**src/rtl/instr_fetch_unit.sv**
```systemverilog
`default_nettype none
// ============================================================================
//  Module      : instr_fetch_unit
//  Description : Front end of the 16-bit core. Fetches the contiguous word
//                range [start_addr..end_addr] (inclusive, wrapping through
//                2^ADDR_W-1 -> 0) from a synchronous-read instruction memory.
//                Fetched words go into a small prefetch FIFO, and the FIFO
//                head is issued to the core at up to one instruction per
//                clock. The core cannot stall, so every cycle with
//                instr_valid=1 pops the FIFO.
//  Ports       : clock, reset_n (async, active low)
//                start, start_addr, end_addr : launch a program (IDLE only)
//                hold                        : suppress issue, FIFO retained
//                imem_req/imem_addr/imem_rdata : memory read port, 1-cycle
//                                                read latency
//                instr_valid/instr           : issue to core
//                busy (FETCH or DRAIN), done (pulse with final issue)
//                issue_count                 : only with IFU_PERF_EN
//  Options     : `define IFU_PERF_EN adds issue_count[15:0], a saturating
//                count of issue cycles, cleared on reset and accepted start.
//  Revision    : 1.0 - initial release
// ============================================================================
module instr_fetch_unit #(
    parameter int ADDR_W     = 8,
    parameter int FIFO_DEPTH = 4
) (
    input  logic              clock,
    input  logic              reset_n,
    input  logic              start,
    input  logic [ADDR_W-1:0] start_addr,
    input  logic [ADDR_W-1:0] end_addr,
    input  logic              hold,
    output logic              imem_req,
    output logic [ADDR_W-1:0] imem_addr,
    input  logic [15:0]       imem_rdata,
    output logic              instr_valid,
    output logic [15:0]       instr,
    output logic              busy,
    output logic              done
`ifdef IFU_PERF_EN
    ,
    output logic [15:0]       issue_count
`endif
);

    localparam int c_PTR_W = $clog2(FIFO_DEPTH);
    localparam int c_CNT_W = c_PTR_W + 1;
    localparam logic [c_CNT_W-1:0] c_DEPTH = c_CNT_W'(FIFO_DEPTH);
    localparam logic [c_CNT_W-1:0] c_ONE   = {{(c_CNT_W-1){1'b0}}, 1'b1};

    typedef enum logic [1:0] {
        S_IDLE  = 2'd0,
        S_FETCH = 2'd1,
        S_DRAIN = 2'd2
    } state_t;

    state_t              r_state;
    state_t              w_state_next;
    logic [ADDR_W-1:0]   r_pc;
    logic [ADDR_W-1:0]   r_last;
    logic                r_inflight;
    logic [c_PTR_W-1:0]  r_wr_ptr;
    logic [c_PTR_W-1:0]  r_rd_ptr;
    logic [c_CNT_W-1:0]  r_count;
    logic [15:0]         r_fifo [FIFO_DEPTH];

    logic                w_empty;
    logic                w_push;
    logic                w_pop;
    logic                w_done;
    logic [c_CNT_W-1:0]  w_credit;

    // A word is pushed on the edge after its request, so the outstanding
    // request reserves a FIFO slot. Holding count+inflight below the depth
    // makes overflow impossible even with hold asserted.
    assign w_empty  = (r_count == '0);
    assign w_push   = r_inflight;
    assign w_credit = r_count + {{(c_CNT_W-1){1'b0}}, r_inflight};

    assign imem_req    = (r_state == S_FETCH) && (w_credit < c_DEPTH);
    assign imem_addr   = r_pc;
    assign instr_valid = !w_empty && !hold;
    assign w_pop       = instr_valid;
    assign instr       = w_empty ? 16'h0000 : r_fifo[r_rd_ptr];
    assign busy        = (r_state != S_IDLE);
    assign done        = w_done;

    // ------------------------------------------------------------------
    // Next-state logic
    // ------------------------------------------------------------------
    always_comb begin
        w_state_next = r_state;
        w_done       = 1'b0;
        case (r_state)
            S_IDLE: begin
                if (start) begin
                    w_state_next = S_FETCH;
                end
            end
            S_FETCH: begin
                if (imem_req && (r_pc == r_last)) begin
                    w_state_next = S_DRAIN;
                end
            end
            S_DRAIN: begin
                // Leave on the edge of the final pop so busy drops in the
                // cycle right after done.
                if (!r_inflight && (r_count == c_ONE) && w_pop) begin
                    w_done       = 1'b1;
                    w_state_next = S_IDLE;
                end else if (!r_inflight && w_empty) begin
                    w_state_next = S_IDLE;
                end
            end
            default: begin
                w_state_next = S_IDLE;
            end
        endcase
    end

    always_ff @(posedge clock or negedge reset_n) begin
        if (!reset_n) begin
            r_state <= S_IDLE;
        end else begin
            r_state <= w_state_next;
        end
    end

    // ------------------------------------------------------------------
    // Address generation and outstanding-request tracking
    // ------------------------------------------------------------------
    always_ff @(posedge clock or negedge reset_n) begin
        if (!reset_n) begin
            r_pc       <= '0;
            r_last     <= '0;
            r_inflight <= 1'b0;
        end else begin
            r_inflight <= imem_req;
            if ((r_state == S_IDLE) && start) begin
                r_pc   <= start_addr;
                r_last <= end_addr;
            end else if (imem_req) begin
                r_pc <= r_pc + 1'b1;
            end
        end
    end

    // ------------------------------------------------------------------
    // Prefetch FIFO
    // ------------------------------------------------------------------
    always_ff @(posedge clock or negedge reset_n) begin
        if (!reset_n) begin
            r_wr_ptr <= '0;
            r_rd_ptr <= '0;
            r_count  <= '0;
        end else begin
            if (w_push) begin
                r_wr_ptr <= r_wr_ptr + 1'b1;
            end
            if (w_pop) begin
                r_rd_ptr <= r_rd_ptr + 1'b1;
            end
            case ({w_push, w_pop})
                2'b10:   r_count <= r_count + 1'b1;
                2'b01:   r_count <= r_count - 1'b1;
                default: r_count <= r_count;
            endcase
        end
    end

    // Storage needs no reset: entries are only visible when count covers them.
    always_ff @(posedge clock) begin
        if (w_push) begin
            r_fifo[r_wr_ptr] <= imem_rdata;
        end
    end

`ifdef IFU_PERF_EN
    // ------------------------------------------------------------------
    // Issue-cycle counter, saturating
    // ------------------------------------------------------------------
    logic [15:0] r_issue_count;

    always_ff @(posedge clock or negedge reset_n) begin
        if (!reset_n) begin
            r_issue_count <= 16'h0000;
        end else if ((r_state == S_IDLE) && start) begin
            r_issue_count <= 16'h0000;
        end else if (instr_valid && (r_issue_count != 16'hFFFF)) begin
            r_issue_count <= r_issue_count + 16'h0001;
        end
    end

    assign issue_count = r_issue_count;
`endif

endmodule
`default_nettype wire

```
**config.mk**
```make
export PLATFORM = sky130hd
export DESIGN_NAME = instr_fetch_unit
export DESIGN_NICKNAME = d
export VERILOG_FILES = /design/src/rtl/instr_fetch_unit.sv
export SDC_FILE = /design/constraint.sdc
export NUM_CORES = 1
export LEC_CHECK = 0
export ABC_CLOCK_PERIOD_IN_PS = 5300
export CORE_MARGIN = 4
export CORE_UTILIZATION = 42
export CTS_CLUSTER_SIZE = 16
export DETAILED_ROUTE_END_ITERATION = 16
export PLACE_DENSITY = 0.68
export SETUP_SLACK_MARGIN = 0.4
export SLEW_MARGIN = 20
export SYNTH_ARGS = -nofsm -noshare
export SYNTH_HDL_FRONTEND = slang
export SYNTH_SLANG_ARGS = --single-unit
```
**constraint.sdc**
```tcl
create_clock -name clock -period 5.3 [get_ports clock]
set_input_delay 1.59 -clock clock [delete_from_list [all_inputs] [get_ports clock]]
set_output_delay 1.59 -clock clock [all_outputs]
set_load 0.05 [all_outputs]
```
Word level (Yosys, flattened, before mapping)
Memories as Yosys holds them, arrays and structs flattened.
Cells that the tools add are included.
{ "word_totals": {"ramBits": 64, "n_memories": 1, "reg_bits": 26, "inputBits": 36, "out_inout_bits": 28} }
{ "classes": {"n_eq_ne": 9, "reduce_logical": 16, "magnitude_cmp": 1, "addsub": 6, "n_mux": 13} }
{ "mem_list": {"columns": ["memory", "depth", "width", "read_ports", "rd_ports_with_merged_regs", "write_ports", "line_no", "rtl"], "rows": [
  ["r_fifo", 4, 16, 1, 0, 1, "65", "logic [15:0] r_fifo [FIFO_DEPTH];"]
]} }
{ "ops": {"columns": ["cell", "count"], "rows": [
  ["$mux 16", 1],
  ["$mux 8", 2],
  ["$add 8x1->8 const B", 1],
  ["$eq 8x8->1", 1],
  ["$mux 2", 4],
  ["$logic_and 1x1->1", 7],
  ["$pmux 2 s3", 1],
  ["$pmux 3 s2", 1],
  ["$reduce_bool 2->1", 3],
  ["$add 2x1->2 const B", 2],
  ["$eq 2x1->1 const B", 2],
  ["$eq 2x2->1 const B", 2],
  ["$mux 1", 4],
  ["$add 3x1->3", 1],
  ["$add 3x1->3 const B", 1],
  ["$eq 3x1->1 const B", 1],
  ["$logic_not 1->1", 3],
  ["$logic_not 3->1", 1],
  ["$lt 3x3->1 const B", 1],
  ["$ne 3x3->1 const B", 1],
  ["$reduce_and 3->1", 1],
  ["$sub 3x1->3 const B", 1],
  ["$logic_not 2->1", 1],
  ["$ne 2x1->1 const B", 1],
  ["$ne 2x2->1 const B", 1]
]} }

Depth between registers and ports, before layout
{ "depth": {"word_depth": 6, "depth_mapped": 8} }

Worst setup path after synthesis
No wires, ideal clock.
{ "synth_timing": {"kind": "input to output", "start": "input hold", "end": "output done", "path_slack_ps": 461, "arrival_time_ps": 3249, "stages": 3, "required_time_ps": 3710, "cell_sequence": "nor2_1 -> nand4_1 -> nor2_1"} }
{ "synth_via": {"elab_chain_cells": 5} }
{ "synth_lines": {"columns": ["element", "line_no", "rtl"], "rows": [
  ["start, declared", "32", "input logic hold,"],
  ["$logic_not 1->1", "82", "assign instr_valid = !w_empty && !hold;"],
  ["$logic_and 1x1->1", "82", null],
  ["$logic_and 1x1->1", "108", "if (!r_inflight && (r_count == c_ONE) && w_pop) begin"],
  ["$mux 1", "108", null],
  ["$mux 1", "94", "case (r_state)"],
  ["end, declared", "39", "output logic done"]
]} }
No other way between the ends.

Final worst setup path
{ "layout_timing": {"start": "input hold", "end": "output instr_valid"} }
{ "layout_via": {"elab_chain_cells": 2} }
{ "layout_lines": {"columns": ["element", "line_no", "rtl"], "rows": [
  ["$logic_not 1->1", "82", null],
  ["$logic_and 1x1->1", "82", null],
  ["end, declared", "36", "output logic instr_valid,"]
]} }
No other way between the ends.

==> insert_results.sql <==
INSERT INTO impl_metrics (metric_group, metric, value, unit) VALUES
('logic_synthesis', 'synth.avg_cell_area', '16.0', 'um^2'),
('detailed_routing', 'num_vias', '2160', ''),
('clock_tree', 'clkTransAtPathRegs', '0.08', 'ns'),
('timing', 'timing_limited_maximum_frequency', '210', 'MHz'),
('logic_synthesis', 'syn_area', '3830', 'um^2'),
('job', 'timing.max_cap.violations', '0', ''),
('clock_tree', 'cts_hold_repair.buffers', '0', ''),
('timing', 'fin_worst_skew', '0.00956', 'ns'),
('final_layout', 'drive_above_1_share', '0.144', ''),
('logic_synthesis', 'synth_top_cells_by_area', 'edfxtp_1 (50%), dfrtp_1 (17%), mux4_2 (9.4%), ha_1 (3.3%), nor2b_1 (2.9%)', ''),
('die', 'row_count', '34', ''),
('critical_path', 'critical_path.max_fanout', '5', ''),
('detailed_routing', 'wirelength', '6.86', 'mm'),
('min_path', 'hold_class', 'reg2reg', ''),
('clock_tree', 'cts_num_sinks', '90', ''),
('die', 'die_footprint', '10700', 'um^2'),
('power', 'p_leak', '1.74', 'nW'),
('place', 'hpwlAfterDp', '4.60', 'mm'),
('die', 'die_height', '103', 'um'),
('detailed_routing', 'drt-vias-per-instance', '5.14', ''),
('timing', 'timing.final.hold_violations', '0', ''),
('power', 'p_switching', '1.34', 'mW'),
('logic_synthesis', 'ys_seq_area_frac', '0.672', ''),
('detailed_routing', 'number_of_drc_violations_after_detailed_routing', '0', ''),
('critical_path', 'crit_required', '3.71', 'ns'),
('critical_path', 'worst-endpoint-arrival', '3.17', 'ns'),
('timing', 'period_share', '0.899', ''),
('clock_tree', 'cts_root_buf', 'clkbuf_8', ''),
('critical_path', 'timing.critical_path.from_type', 'input pin', ''),
('die', 'die_width', '103', 'um'),
('final_layout', 'nNetsFinal', '353', ''),
('detailed_routing', 'drtPass1Iterations', '4', ''),
('clock_tree', 'cts-root-to-sink-buffers', '2', ''),
('logic_synthesis', 'ys_ff_latch', '90', ''),
('grt', 'grt_total_usage', '0.140', ''),
('logic_synthesis', 'mappedNetlistNets', '285', ''),
('clock_tree', 'post_cts_buffers', '0', ''),
('place', 'gp_routability_congestion', '0.767', ''),
('power', 'power.share.sequential', '0.355', ''),
('power', 'power_switching_share', '0.408', ''),
('timing', 'worstMarginPinSlew', '0.846', 'ns'),
('logic_synthesis', 'synthesis.yosys.warnings', '0', ''),
('die', 'initial_utilization', '0.434', ''),
('power', 'combinationalPowerShare', '0.480', ''),
('power', 'power_density_relative_to_cell_area', '681', 'nW/um^2'),
('clock_tree', 'cts_repair_resize_count', '0', ''),
('grt', 'grt_pass1_vias', '2261', ''),
('clock_tree', 'htreeDepth', '3', ''),
('run_status', 'outcome', 'finished, final reports clean', ''),
('timing', 'setup_ws', '0.536', 'ns'),
('detailed_routing', 'detail_route.wl_per_cell', '16.3', 'um'),
('timing', 'min_period', '4.76', 'ns'),
('final_layout', 'antenna_cells', '0', ''),
('power', 'pwr-share-clk', '0.164', ''),
('grt', 'grt.overflow.total', '0', ''),
('power', 'power_report.internal_total', '1.94', 'mW'),
('die', 'core_area', '8810', 'um^2'),
('timing', 'slew-limit-headroom', '0.436', ''),
('logic_synthesis', 'synth_top_area_cell', 'edfxtp_1', ''),
('logic_synthesis', 'synth_top_cell_area_share', '0.502', ''),
('timing', 'timing.final.max_slew_violations', '0', ''),
('grt', 'grt_pass1_wl', '11.2', 'mm'),
('timing', 'rsz0062_at_grt', 'false', ''),
('place', 'pre_cts_ws', '0.529', 'ns'),
('detailed_routing', 'antenna_left', '0', ''),
('timing', 'setup_viol_count_final', '0', ''),
('place', 'place.port_buffers', '63', ''),
('grt', 'grt_start_max_net_pins', '27', ''),
('die', 'ios', '64', ''),
('logic_synthesis', 'ys_types', '29', ''),
('logic_synthesis', 'synthCells', '239', ''),
('grt', 'grt_antenna_before_repair', '0', ''),
('clock_tree', 'tritoncts', 'yes', ''),
('clock_tree', 'insertion_delay', '0.34', 'ns'),
('critical_path', 'crit_type', 'in2out', ''),
('final_layout', 'flow.area_growth_from_synthesis', '25.7', '%'),
('clock_tree', 'inserted_clock_buffers', '9', ''),
('power', 'irDropWorstVdd', '0.357', 'mV'),
('detailed_routing', '1st_iter_drt_viols', '105', ''),
('critical_path', 'end_kind', 'output port', ''),
('timing', 'setup_tns_final', '0', 'ns');
-- cell families after synthesis --
group | share of synthesized area
adder cells (fa/ha/maj) | 0.0327
AND/OR/NAND/NOR | 0.0821
AO/OA/AOI/OAI | 0.0376
XOR/XNOR | 0.0343
flip-flops | 0.672
multiplexers | 0.120
buffers and inverters | 0.0206
-- power groups by stage --
stage,Combinational [mW],Clock [mW],Sequential [mW]
after floorplan,1.06,0,1.21
after global placement,1.57,0,1.17
after detailed placement,1.60,0,1.18
after CTS,1.60,0.549,1.17
after global routing,1.69,0.582,1.19
final,1.57,0.538,1.16
-- layout make-up --
cell class / instances / area [um^2]
Fill cell: 696 / 4000
Multi-Input combinational cell: 130 / 1170
Clock buffer: 9 / 124
Tap cell: 108 / 135
Sequential cell: 90 / 2570
Timing Repair Buffer: 66 / 651
Inverter: 10 / 37.5
Clock inverter: 7 / 115
-- worst paths after layout --
| check | endpoint | slack, ns | cells past startpoint | start |
|---|---|---|---|---|
| hold / removal | r_state[0] | 0.53 | 1 | r_state[1] |
| hold reg to reg | r_state[0] | 0.53 | 1 | r_state[1] |
| min in group asynchronous | imem_addr[0] | 1.62 | 2 | reset_n |
| setup reg to reg | imem_addr[5] | 3.28 | 4 | r_inflight |
| max in group asynchronous | r_count[0] | 3.42 | 2 | reset_n |
| setup / recovery | instr_valid | 0.54 | 3 | hold |
-- critical path, stage by stage --
cell and delay (ns):
clkdlybuf4s50_1 0.42, nor2_1 0.29, clkdlybuf4s50_1 0.87
-- registers in the layout (all words and copies together), names as in the netlist --
register / cells
r_rd_ptr: 2
r_state: 2
imem_addr: 8
r_count: 3
r_fifo: 64
r_wr_ptr: 2
r_inflight: 1
r_last: 8
-- cells in the final DEF, fill, tap and decap left out, types with 5 or more instances in the layout --
cell type and count:
a31oi_1 7, clkbuf_8 9, clkdlybuf4s50_1 62, dfrtp_1 26
edfxtp_1 64, ha_1 10, inv_1 10, mux2_2 8
mux4_2 16, nand2_1 8, nor2_1 15, nor2b_1 18
o21ai_0 5, xnor2_1 12
-- synthesized netlist by cell type --
cell,instances
a21oi_1,2
nand3_1,2
nor2b_1,18
a31oi_1,7
nand2_1,8
a211oi_1,1
buf_4,1
xnor2_1,12
and2_1,4
or4_1,4
nand4_2,1
ha_1,10
a31o_2,1
clkbuf_1,5
mux2i_1,1
o21ai_0,5
a211o_1,1
xor2_1,3
nand4_1,4
inv_1,10
a32o_1,1
buf_2,3
nor2_1,15
or3_1,2
dfrtp_1,26
o31ai_1,4
mux4_2,16
mux2_2,8
edfxtp_1,64
-- metrics by stage --
stage	utilization	hold slack (ns)	std cells	cell area (um^2)	power, mW
global placement	0.519	0.505	404	4570	2.74
finish	0.546	0.535	420	4810	3.27
floorplan	-	0.468	239	3830	2.28
detailed placement	0.519	0.515	404	4570	2.78
global route	0.546	0.544	420	4810	3.46
CTS	0.546	0.525	420	4810	3.32
-- routing by layer --
metal	up-vias	track usage	share of wire
li1	1027	-	-
met1	1079	0.186	0.45
met2	50	0.229	0.50
met3	4	0.0268	0.043
met4	0	0.0568	0.0067
met5	-	0	0
No activity file was read; power rests on OpenSTA's default activity.
